## src/rtl/irq_sequencer_pkg.sv

```systemverilog
// Shared types and constants for the interrupt entry/exit sequencer.
// Holds the FSM state encoding, CSR indices and mstatus field layout.
package irq_sequencer_pkg;

    localparam int unsigned HOLDOFF_W   = 4;
    localparam int unsigned CSR_SEL_W   = 2;
    localparam int unsigned MSTATUS_MIE  = 0;
    localparam int unsigned MSTATUS_MPIE = 1;

    localparam logic [CSR_SEL_W-1:0] CSR_MSTATUS = 2'd0;
    localparam logic [CSR_SEL_W-1:0] CSR_MEPC    = 2'd1;
    localparam logic [CSR_SEL_W-1:0] CSR_MCAUSE  = 2'd2;
    localparam logic [CSR_SEL_W-1:0] CSR_MTARGET = 2'd3;

    typedef enum logic [2:0] {
        ST_IDLE   = 3'd0,
        ST_DRAIN  = 3'd1,
        ST_VECTOR = 3'd2,
        ST_ISR    = 3'd3,
        ST_RETURN = 3'd4
    } state_e;

    // Bit order matches MSTATUS_MPIE / MSTATUS_MIE positions
    typedef struct packed {
        logic mpie;
        logic mie;
    } mstatus_t;

endpackage

```

## src/rtl/irq_holdoff_cnt.sv

```systemverilog
// Loadable saturating down-counter; o_zero is high when the count is zero.
module irq_holdoff_cnt #(
    parameter int unsigned CNT_W = 4
) (
    input  logic             clk,
    input  logic             rst_n,
    input  logic             i_load,
    input  logic [CNT_W-1:0] i_load_val,
    output logic             o_zero
);

    logic [CNT_W-1:0] r_cnt;
    logic [CNT_W-1:0] w_cnt_nxt;
    logic             r_zero;

    // Load wins; otherwise count down and stick at zero
    always_comb begin
        w_cnt_nxt = r_cnt;
        if (i_load) begin
            w_cnt_nxt = i_load_val;
        end else if (r_cnt != '0) begin
            w_cnt_nxt = r_cnt - CNT_W'(1);
        end
    end

    always_ff @(posedge clk or negedge rst_n) begin
        if (!rst_n) begin
            r_cnt  <= '0;
            r_zero <= 1'b1;
        end else begin
            r_cnt  <= w_cnt_nxt;
            r_zero <= (w_cnt_nxt == '0);
        end
    end

    assign o_zero = r_zero;

endmodule

```

## src/rtl/irq_sequencer.sv

```systemverilog
// Interrupt entry/exit sequencer: drains to an instruction boundary, vectors,
// tracks handler execution and returns, maintaining mstatus/mepc/mcause/mtarget.
module irq_sequencer
    import irq_sequencer_pkg::*;
#(
    parameter int unsigned ADDR_W  = 32,
    parameter int unsigned HOLDOFF = 2
) (
    input  logic              clk,
    input  logic              rst_n,
    input  logic              irq,
    input  logic [ADDR_W-1:0] isr_addr,
    input  logic [1:0]        priority_select,
    input  logic [ADDR_W-1:0] pc_next,
    input  logic              instr_retire,
    input  logic              mret,
    input  logic              csr_we,
    input  logic [1:0]        csr_sel,
    input  logic [ADDR_W-1:0] csr_wdata,
    output logic [ADDR_W-1:0] csr_rdata,
    output logic              iack,
    output logic              pc_redirect,
    output logic [ADDR_W-1:0] redirect_addr,
    output logic              stall_fetch,
    output logic              in_isr
);

    state_e            r_state;
    state_e            w_state_nxt;

    mstatus_t          r_mstatus;
    logic [ADDR_W-1:0] r_mepc;
    logic [ADDR_W-1:0] r_mcause;
    logic [ADDR_W-1:0] r_mtarget;

    mstatus_t          w_mstatus_nxt;
    logic [ADDR_W-1:0] w_mepc_nxt;
    logic [ADDR_W-1:0] w_mcause_nxt;
    logic [ADDR_W-1:0] w_mtarget_nxt;

    logic              w_hold_load;
    logic              w_hold_zero;

    logic              r_iack;
    logic              r_redirect;
    logic [ADDR_W-1:0] r_redirect_addr;
    logic              r_stall;
    logic              r_in_isr;

    irq_holdoff_cnt #(
        .CNT_W (HOLDOFF_W)
    ) u_holdoff (
        .clk        (clk),
        .rst_n      (rst_n),
        .i_load     (w_hold_load),
        .i_load_val (HOLDOFF_W'(HOLDOFF)),
        .o_zero     (w_hold_zero)
    );

    // Next state and CSR updates; hardware updates are applied after software writes
    always_comb begin
        w_state_nxt   = r_state;
        w_mstatus_nxt = r_mstatus;
        w_mepc_nxt    = r_mepc;
        w_mcause_nxt  = r_mcause;
        w_mtarget_nxt = r_mtarget;
        w_hold_load   = 1'b0;

        if (csr_we) begin
            case (csr_sel)
                CSR_MSTATUS: begin
                    w_mstatus_nxt.mie  = csr_wdata[MSTATUS_MIE];
                    w_mstatus_nxt.mpie = csr_wdata[MSTATUS_MPIE];
                end
                CSR_MEPC:   w_mepc_nxt   = csr_wdata;
                CSR_MCAUSE: w_mcause_nxt = csr_wdata;
                default: ;
            endcase
        end

        case (r_state)
            ST_IDLE: begin
                if (irq && r_mstatus.mie && w_hold_zero) begin
                    w_state_nxt = ST_DRAIN;
                end
            end
            ST_DRAIN: begin
                if (!irq || !r_mstatus.mie) begin
                    w_state_nxt = ST_IDLE;
                end else if (instr_retire) begin
                    w_state_nxt        = ST_VECTOR;
                    w_mepc_nxt         = pc_next;
                    w_mcause_nxt       = ADDR_W'(priority_select);
                    w_mtarget_nxt      = isr_addr;
                    w_mstatus_nxt.mpie = r_mstatus.mie;
                    w_mstatus_nxt.mie  = 1'b0;
                end
            end
            ST_VECTOR: begin
                w_state_nxt = ST_ISR;
                w_hold_load = 1'b1;
            end
            ST_ISR: begin
                if (mret) begin
                    w_state_nxt = ST_RETURN;
                end
            end
            ST_RETURN: begin
                w_state_nxt        = ST_IDLE;
                w_hold_load        = 1'b1;
                w_mstatus_nxt.mie  = r_mstatus.mpie;
                w_mstatus_nxt.mpie = 1'b1;
            end
            default: begin
                w_state_nxt = ST_IDLE;
            end
        endcase
    end

    always_ff @(posedge clk or negedge rst_n) begin
        if (!rst_n) begin
            r_state   <= ST_IDLE;
            r_mstatus <= '0;
            r_mepc    <= '0;
            r_mcause  <= '0;
            r_mtarget <= '0;
        end else begin
            r_state   <= w_state_nxt;
            r_mstatus <= w_mstatus_nxt;
            r_mepc    <= w_mepc_nxt;
            r_mcause  <= w_mcause_nxt;
            r_mtarget <= w_mtarget_nxt;
        end
    end

    // Outputs registered from the next state so they line up with the state register
    always_ff @(posedge clk or negedge rst_n) begin
        if (!rst_n) begin
            r_iack          <= 1'b0;
            r_redirect      <= 1'b0;
            r_redirect_addr <= '0;
            r_stall         <= 1'b0;
            r_in_isr        <= 1'b0;
        end else begin
            r_iack     <= (w_state_nxt == ST_VECTOR);
            r_redirect <= (w_state_nxt == ST_VECTOR) || (w_state_nxt == ST_RETURN);
            r_stall    <= (w_state_nxt == ST_DRAIN);
            r_in_isr   <= (w_state_nxt == ST_ISR);
            if (w_state_nxt == ST_VECTOR) begin
                r_redirect_addr <= w_mtarget_nxt;
            end else if (w_state_nxt == ST_RETURN) begin
                r_redirect_addr <= w_mepc_nxt;
            end else begin
                r_redirect_addr <= '0;
            end
        end
    end

    always_comb begin
        csr_rdata = '0;
        case (csr_sel)
            CSR_MSTATUS: csr_rdata = ADDR_W'(r_mstatus);
            CSR_MEPC:    csr_rdata = r_mepc;
            CSR_MCAUSE:  csr_rdata = r_mcause;
            CSR_MTARGET: csr_rdata = r_mtarget;
            default:     csr_rdata = '0;
        endcase
    end

    assign iack          = r_iack;
    assign pc_redirect   = r_redirect;
    assign redirect_addr = r_redirect_addr;
    assign stall_fetch   = r_stall;
    assign in_isr        = r_in_isr;

endmodule

```

## config.mk

```make
export PLATFORM = sky130hd
export DESIGN_NAME = irq_sequencer
export DESIGN_NICKNAME = d
export VERILOG_FILES = /design/src/rtl/irq_sequencer_pkg.sv /design/src/rtl/irq_holdoff_cnt.sv /design/src/rtl/irq_sequencer.sv
export SDC_FILE = /design/constraint.sdc
export NUM_CORES = 1
export LEC_CHECK = 0
export BUFFER_PORTS_ARGS = -buffer_cell sky130_fd_sc_hd__buf_2
export CELL_PAD_IN_SITES_DETAIL_PLACEMENT = 1
export CELL_PAD_IN_SITES_GLOBAL_PLACEMENT = 1
export CORE_UTILIZATION = 40
export DETAILED_ROUTE_END_ITERATION = 10
export GPL_TIMING_DRIVEN = 0
export HOLD_SLACK_MARGIN = 0.1
export PLACE_DENSITY_LB_ADDON = 0.1
export SKIP_CTS_REPAIR_TIMING = 1
export SKIP_LAST_GASP = 1
export SLEW_MARGIN = 40
export SYNTH_ARGS = -nofsm -noshare
export SYNTH_HDL_FRONTEND = slang
export SYNTH_SLANG_ARGS = --single-unit
export TNS_END_PERCENT = 10
```

## constraint.sdc

```tcl
create_clock -name clk -period 2.1 [get_ports clk]
set_input_delay 0.315 -clock clk [delete_from_list [all_inputs] [get_ports clk]]
set_output_delay 0.315 -clock clk [all_outputs]
set_load 0.03 [all_outputs]
```

# --- Word level (Yosys, flattened, before mapping) ---
# Cells that the tools add are included.
totals:
  register_bits: 142
  out_inout_bits: 68
  elab_cells: 65
classes:
  add_sub_neg: 1
  n_eq_ne: 11
  mux: 29
  n_reduce_logical: 11
ops:
  columns: ["operator", "count"]
  rows:
  - ["32-bit two-way mux", 15]
  - ["32-bit one-hot mux with 4 select lines", 1]
  - ["3-bit by 2-bit equality test with 1-bit output, second input constant", 4]
  - ["3-bit two-way mux", 4]
  - ["3-bit one-hot mux with 4 select lines", 1]
  - ["2-bit two-way mux", 4]
  - ["4-bit two-way mux", 2]
  - ["3-bit by 1-bit equality test with 1-bit output, second input constant", 2]
  - ["3-bit equality test, second input constant", 2]
  - ["2-bit equality test, second input constant", 2]
  - ["4-bit logical NOT", 1]
  - ["2-bit one-hot mux with 2 select lines", 1]
  - ["4-bit nonzero test", 1]
  - ["4-bit by 1-bit subtractor with 4-bit output, second input constant", 1]
  - ["3-bit logical NOT", 1]
  - ["2-bit by 1-bit equality test with 1-bit output, second input constant", 1]
  - ["1-bit logical AND", 2]
  - ["1-bit logical NOT", 2]
  - ["2-bit logical NOT", 1]
  - ["1-bit logical OR", 2]
  - ["2-bit OR reduction", 1]
  - ["1-bit two-way mux", 1]

# --- Longest topological paths before layout ---
depth:
  ltp_word: 8
  depth_mapped: 6

# --- By module ---
# A second synthesis with hierarchy kept.
hier_totals:
  cells_unflattened: 549
  hier_area_um2: 6652.6
modules_own_cells:
  columns: ["mod", "instances", "cells_each", "area_per_inst_um2"]
  rows:
  - ["irq_sequencer", 1, 524, 6374.9]
  - ["irq_holdoff_cnt", 1, 25, 277.8]

# --- Worst setup path after synthesis ---
# Ideal clock, no wire load.
synth_timing:
  kind: "flip-flop to flip-flop"
  start: "register u_holdoff.r_cnt[0]"
  end: "register u_holdoff.r_zero (netlist: u_holdoff.o_zero)"
  setup_ns: 0.079
  arrival_ns: 1.564
  required_time_ns: 2.021
  setup_slack_ns: 0.457
  stages_incl_launch_ff: 6
  path_buffers: 0
  path_cell_list: "dfrtp_1 > inv_1 > ha_1 > nor3b_1 > mux2_2 > and4bb_2"
synth_via:
  elab_chain_len: 4
  word_cells_on_any_way: 5
  classes_between: "add/sub (1); mux (2); reduce/logical (2)"
synth_lines:
  columns: ["item", "line_no", "rtl"]
  rows:
  - ["start, declared", "irq_holdoff_cnt.sv:12", "logic [CNT_W-1:0] r_cnt;"]
  - ["start signal, assigned", "irq_holdoff_cnt.sv:31", "r_cnt <= w_cnt_nxt;"]
  - ["4-bit by 1-bit subtractor with 4-bit output / 4-bit nonzero test (equally long branches)", "irq_holdoff_cnt.sv:22, irq_holdoff_cnt.sv:21", null]
  - ["4-bit two-way mux (*)", "irq_holdoff_cnt.sv:21", "end else if (r_cnt != '0) begin"]
  - ["4-bit two-way mux (*)", "irq_holdoff_cnt.sv:19", "if (i_load) begin"]
  - ["4-bit logical NOT (*)", "irq_holdoff_cnt.sv:32", "r_zero <= (w_cnt_nxt == '0);"]
  - ["end signal, assigned", "irq_holdoff_cnt.sv:32", null]
  - ["end, declared", "irq_holdoff_cnt.sv:14", "logic r_zero;"]
# Every way passes the cells marked *; elsewhere a longest branch is shown, timed or not.

# --- Worst setup path after layout ---
layout_timing:
  start: "input csr_sel[1]"
  end: "output csr_rdata[8]"
layout_via:
  elab_chain_len: 2
  word_cells_on_any_way: 5
  classes_between: "eq/ne (3); mux (1); reduce/logical (1)"
layout_lines:
  columns: ["item", "line_no", "rtl"]
  rows:
  - ["start, declared", "irq_sequencer.sv:18", "input logic [1:0] csr_sel,"]
  - ["2-bit equality test (tied with other cells)", "irq_sequencer.sv:161", "case (csr_sel)"]
  - ["32-bit one-hot mux with 4 select lines (*)", "irq_sequencer.sv:161", null]
  - ["end, declared", "irq_sequencer.sv:20", "output logic [ADDR_W-1:0] csr_rdata,"]
# Marked as above.

==> Flow_metrics.wiki <==
{| class="wikitable"
! Metric !! Value
|-
| Routed met1 length || between 8 and 9 mm
|-
| Result of the run || completed
|-
| Synth unique cells || 37
|-
| Leakage || 4.63 nW
|-
| Final worst-path setup slack || between 0.04 and 0.05 ns
|-
| Total global routing overflow || 0
|-
| Placed Cells incl. Taps || 934
|-
| Critical path type || in -> out
|-
| Number of max-slew violations in the final report || 0
|-
| Critical path launch point || csr_sel[1]
|-
| Highest metal layer used by the detailed router || met5
|-
| Worst-path clk slew || 0.06 ns
|-
| Die extent in y || 131 microns
|-
| CTS tree || done
|-
| DIE AREA || approximately 17000 sq um
|-
| Number of DRC markers in iteration 0 || 206
|-
| Average instance area after synthesis || roughly 12 sq um
|-
| Total placed instance area || 7790 sq um
|-
| Max_cap viols || 0
|-
| Worst Hold Path Cells || 3
|-
| Hold path endpoint || r_mepc[9]
|-
| Initial core utilization || 0.414
|-
| Met3 Wirelength || about 900 microns
|-
| Clock root buffer || sky130_fd_sc_hd__clkbuf_16
|-
| Worst Skew || ~0.012 ns
|-
| Maximum clock frequency || 486 MHz
|-
| Actual transition at the worst max-transition pin || 0.729 ns
|-
| Yosys top cell area share || 0.532
|-
| All-Layer GR Usage || 0.251
|-
| Deepest level of the CTS H-tree || 4
|-
| Number of flops mapped to enable cells by yosys || 0
|-
| Count of mapped cells out of synthesis || 546
|-
| Max-slew headroom at the worst pin || 0.514
|-
| Fin cells || 967
|-
| Top fanout value on the critical path || 10
|-
| RSZ-0062 raised after global routing || yes
|-
| Worst min-delay path startpoint || pc_next[9]
|-
| Dpl ws || between 0.03 and 0.04 ns
|-
| Largest net degree at the start of global routing || 74
|-
| Power per Cell Area || 1190 nW/um^2
|-
| Final RePlAce weighted congestion || between 0.7 and 0.8
|-
| Final period utilization || 0.980
|-
| Final antenna-violating net count || 0
|-
| Area of the core region || 16000 sq um
|-
| HPWL Detailed || roughly 14 mm
|-
| Worst ir drop on vdd || 0.646 mV
|-
| Final Critical Period || 2.06 ns
|-
| Number of port buffers || 171
|-
| # diodes || 0
|-
| Critical register-to-register path endpoint || redirect_addr[25]
|-
| Number of endpoints failing setup at the final stage || 0
|-
| Synthesized net count || 653
|-
| Combined area of all synthesized cells || between 6000 and 7000 sq um
|-
| Via Count || 5039
|-
| Critical Path AT || roughly 1.7 ns
|-
| Critical path startpoint category || input port
|-
| Sort of element at the end of the critical path || primary output
|-
| X dimension of the die || roughly 130 microns
|-
| Most frequent cells after synthesis || sky130_fd_sc_hd__dfrtp_1, sky130_fd_sc_hd__mux2i_1, sky130_fd_sc_hd__nand2_1
|-
| Flop2flop setup slack || 0.31 ns
|-
| Total wire length after detailed routing || about 20 mm
|-
| Fraction of layout cells with a size suffix above 1 || 0.365
|-
| Hold slack || 0.116 ns
|-
| Required time of the worst setup path || 1.78 ns
|-
| Most common cell in the synthesized netlist || sky130_fd_sc_hd__dfrtp_1
|-
| Number of endpoints with negative hold slack in the final report || 0
|-
| Ys flop type || sky130_fd_sc_hd__dfrtp_1
|-
| Met2 wire len || 10.3 mm
|-
| Insertion delay of the later-clocked pin in the worst-skew pair || 0.43 ns
|-
| Average wire per cell in the routed design || about 21 microns
|-
| Number of rows created at floorplan || 46
|-
| Filler cell count in the final layout || around 1700
|-
| Final design area excluding fillers || 8450 sq um
|-
| Antenna violations before repair || 2
|-
| Depth of the worst register-to-register path || 4
|-
| Register bit total from synthesis || around 140
|-
| Number of CTS-inserted buffers || 17
|-
| Largest cells by area after synthesis || sky130_fd_sc_hd__dfrtp_1, sky130_fd_sc_hd__mux2i_1, sky130_fd_sc_hd__mux2_2
|-
| Async S/R FF share, synth || 1.00
|-
| Clock sinks || 142
|-
| Drt drc || 0
|-
| Number of global-route vias before repair || 5636
|-
| I/O pin count || 174
|-
| Synthesis Warnings || 0
|-
| # nets final || 845
|-
| Largest area contributor in the netlist || sky130_fd_sc_hd__dfrtp_1
|-
| Hold Path Class || in -> reg
|-
| DRT Pass-1 Iters || 4
|-
| Global-route wire length before repair || 31.1 mm
|-
| Via density per instance || between 5 and 6
|-
| Maximum number of buffers from clock root to sink || 2
|-
| Worst r2r src || r_state[0]
|-
| Fraction of the yosys area taken by sequential cells || 0.536
|-
| Area Growth Syn to Fin || 27.5%
|}
## layout by cell type, fill, tap and decap left out, types with 31 or more instances in the layout
master	instances
sky130_fd_sc_hd__dfrtp_1	141
sky130_fd_sc_hd__o2bb2ai_1	31
sky130_fd_sc_hd__nand2_1	65
sky130_fd_sc_hd__mux2i_1	67
sky130_fd_sc_hd__inv_1	37
sky130_fd_sc_hd__mux2_1	31
sky130_fd_sc_hd__buf_2	178
sky130_fd_sc_hd__a22o_1	31
sky130_fd_sc_hd__mux2_2	35
sky130_fd_sc_hd__a21oi_1	32
## power by group
| group | internal, mW | leakage [nW] | switching (mW) |
|---|---|---|---|
| Sequential | 3.54 | 1.80 | 0.440 |
| Clock | 2.17 | 0.313 | 1.17 |
| Combinational | 1.21 | 2.51 | 1.54 |
| Total | 6.91 | 4.63 | 3.15 |
## per-stage QoR
step	total power [mW]	setup TNS [ns]	utilization
2_1_floorplan	5.84	0	-
3_3_place_gp	6.55	-193.06	0.485
3_5_place_dp	6.75	0	0.487
4_1_cts	10.1	0	0.527
5_1_grt	10.6	-0.0835	0.528
6_report	10.1	0	0.528
## worst max path at each step
stage	slack, ns	end	cells after the start
6_report	0.04	csr_rdata[8]	5
5_1_grt	-0.03	csr_rdata[8]	5
4_1_cts	0.008	csr_rdata[21]	5
2_1_floorplan	0.46	u_holdoff.o_zero	5
3_5_place_dp	0.03	csr_rdata[10]	5
3_3_place_gp	-1.38	redirect_addr[18]	1
## worst max-delay path: stages
cell and delay [ns]:
sky130_fd_sc_hd__buf_2 0.17, sky130_fd_sc_hd__nor2b_1 0.19, sky130_fd_sc_hd__clkbuf_1 0.58, sky130_fd_sc_hd__a22o_1 0.27, sky130_fd_sc_hd__buf_2 0.20
## sequential cells by signal, indices dropped and copies added (netlist names)
name,count
stall_fetch,1
r_mtarget,32
r_mepc,32
r_mcause,32
r_mstatus,2
pc_redirect,1
u_holdoff.r_cnt,4
redirect_addr,32
iack,1
u_holdoff.o_zero,1
in_isr,1
r_state,3
## kinds of logic (layout without fill, tap and decap cells)
kind of cell / count (synthesis) / in the layout / share of synthesized area
compound gates: 98 / 98 / 0.110
mux: 137 / 137 / 0.225
xor+xnor: 3 / 3 / 0.00397
flops: 142 / 142 / 0.536
simple gates: 87 / 87 / 0.0600
buf+inv: 78 / 283 / 0.0633
fa+ha+maj: 1 / 1 / 0.00189
## routing by layer
| metal | global-route usage | vias up |
|---|---|---|
| met5 | 0 | - |
| met4 | 0.0967 | 2 |
| met3 | 0.0521 | 31 |
| met2 | 0.432 | 154 |
| met1 | 0.309 | 2559 |
| li1 | - | 2293 |
## final cells by class
| type | count | area, sq um | area share |
|---|---|---|---|
| inverters | 38 | 143 | 0.0169 |
| clock inverters | 11 | 189 | 0.0224 |
| flip-flops and latches | 142 | 3550 | 0.421 |
| plain buffers | 40 | 278 | 0.0329 |
| well taps | 216 | 270 | 0.0320 |
| clock buffers | 21 | 460 | 0.0545 |
| multi-input cells | 326 | 2650 | 0.314 |
| repair buffers | 173 | 903 | 0.107 |
Note: power is estimated with default switching activity, not from simulation.
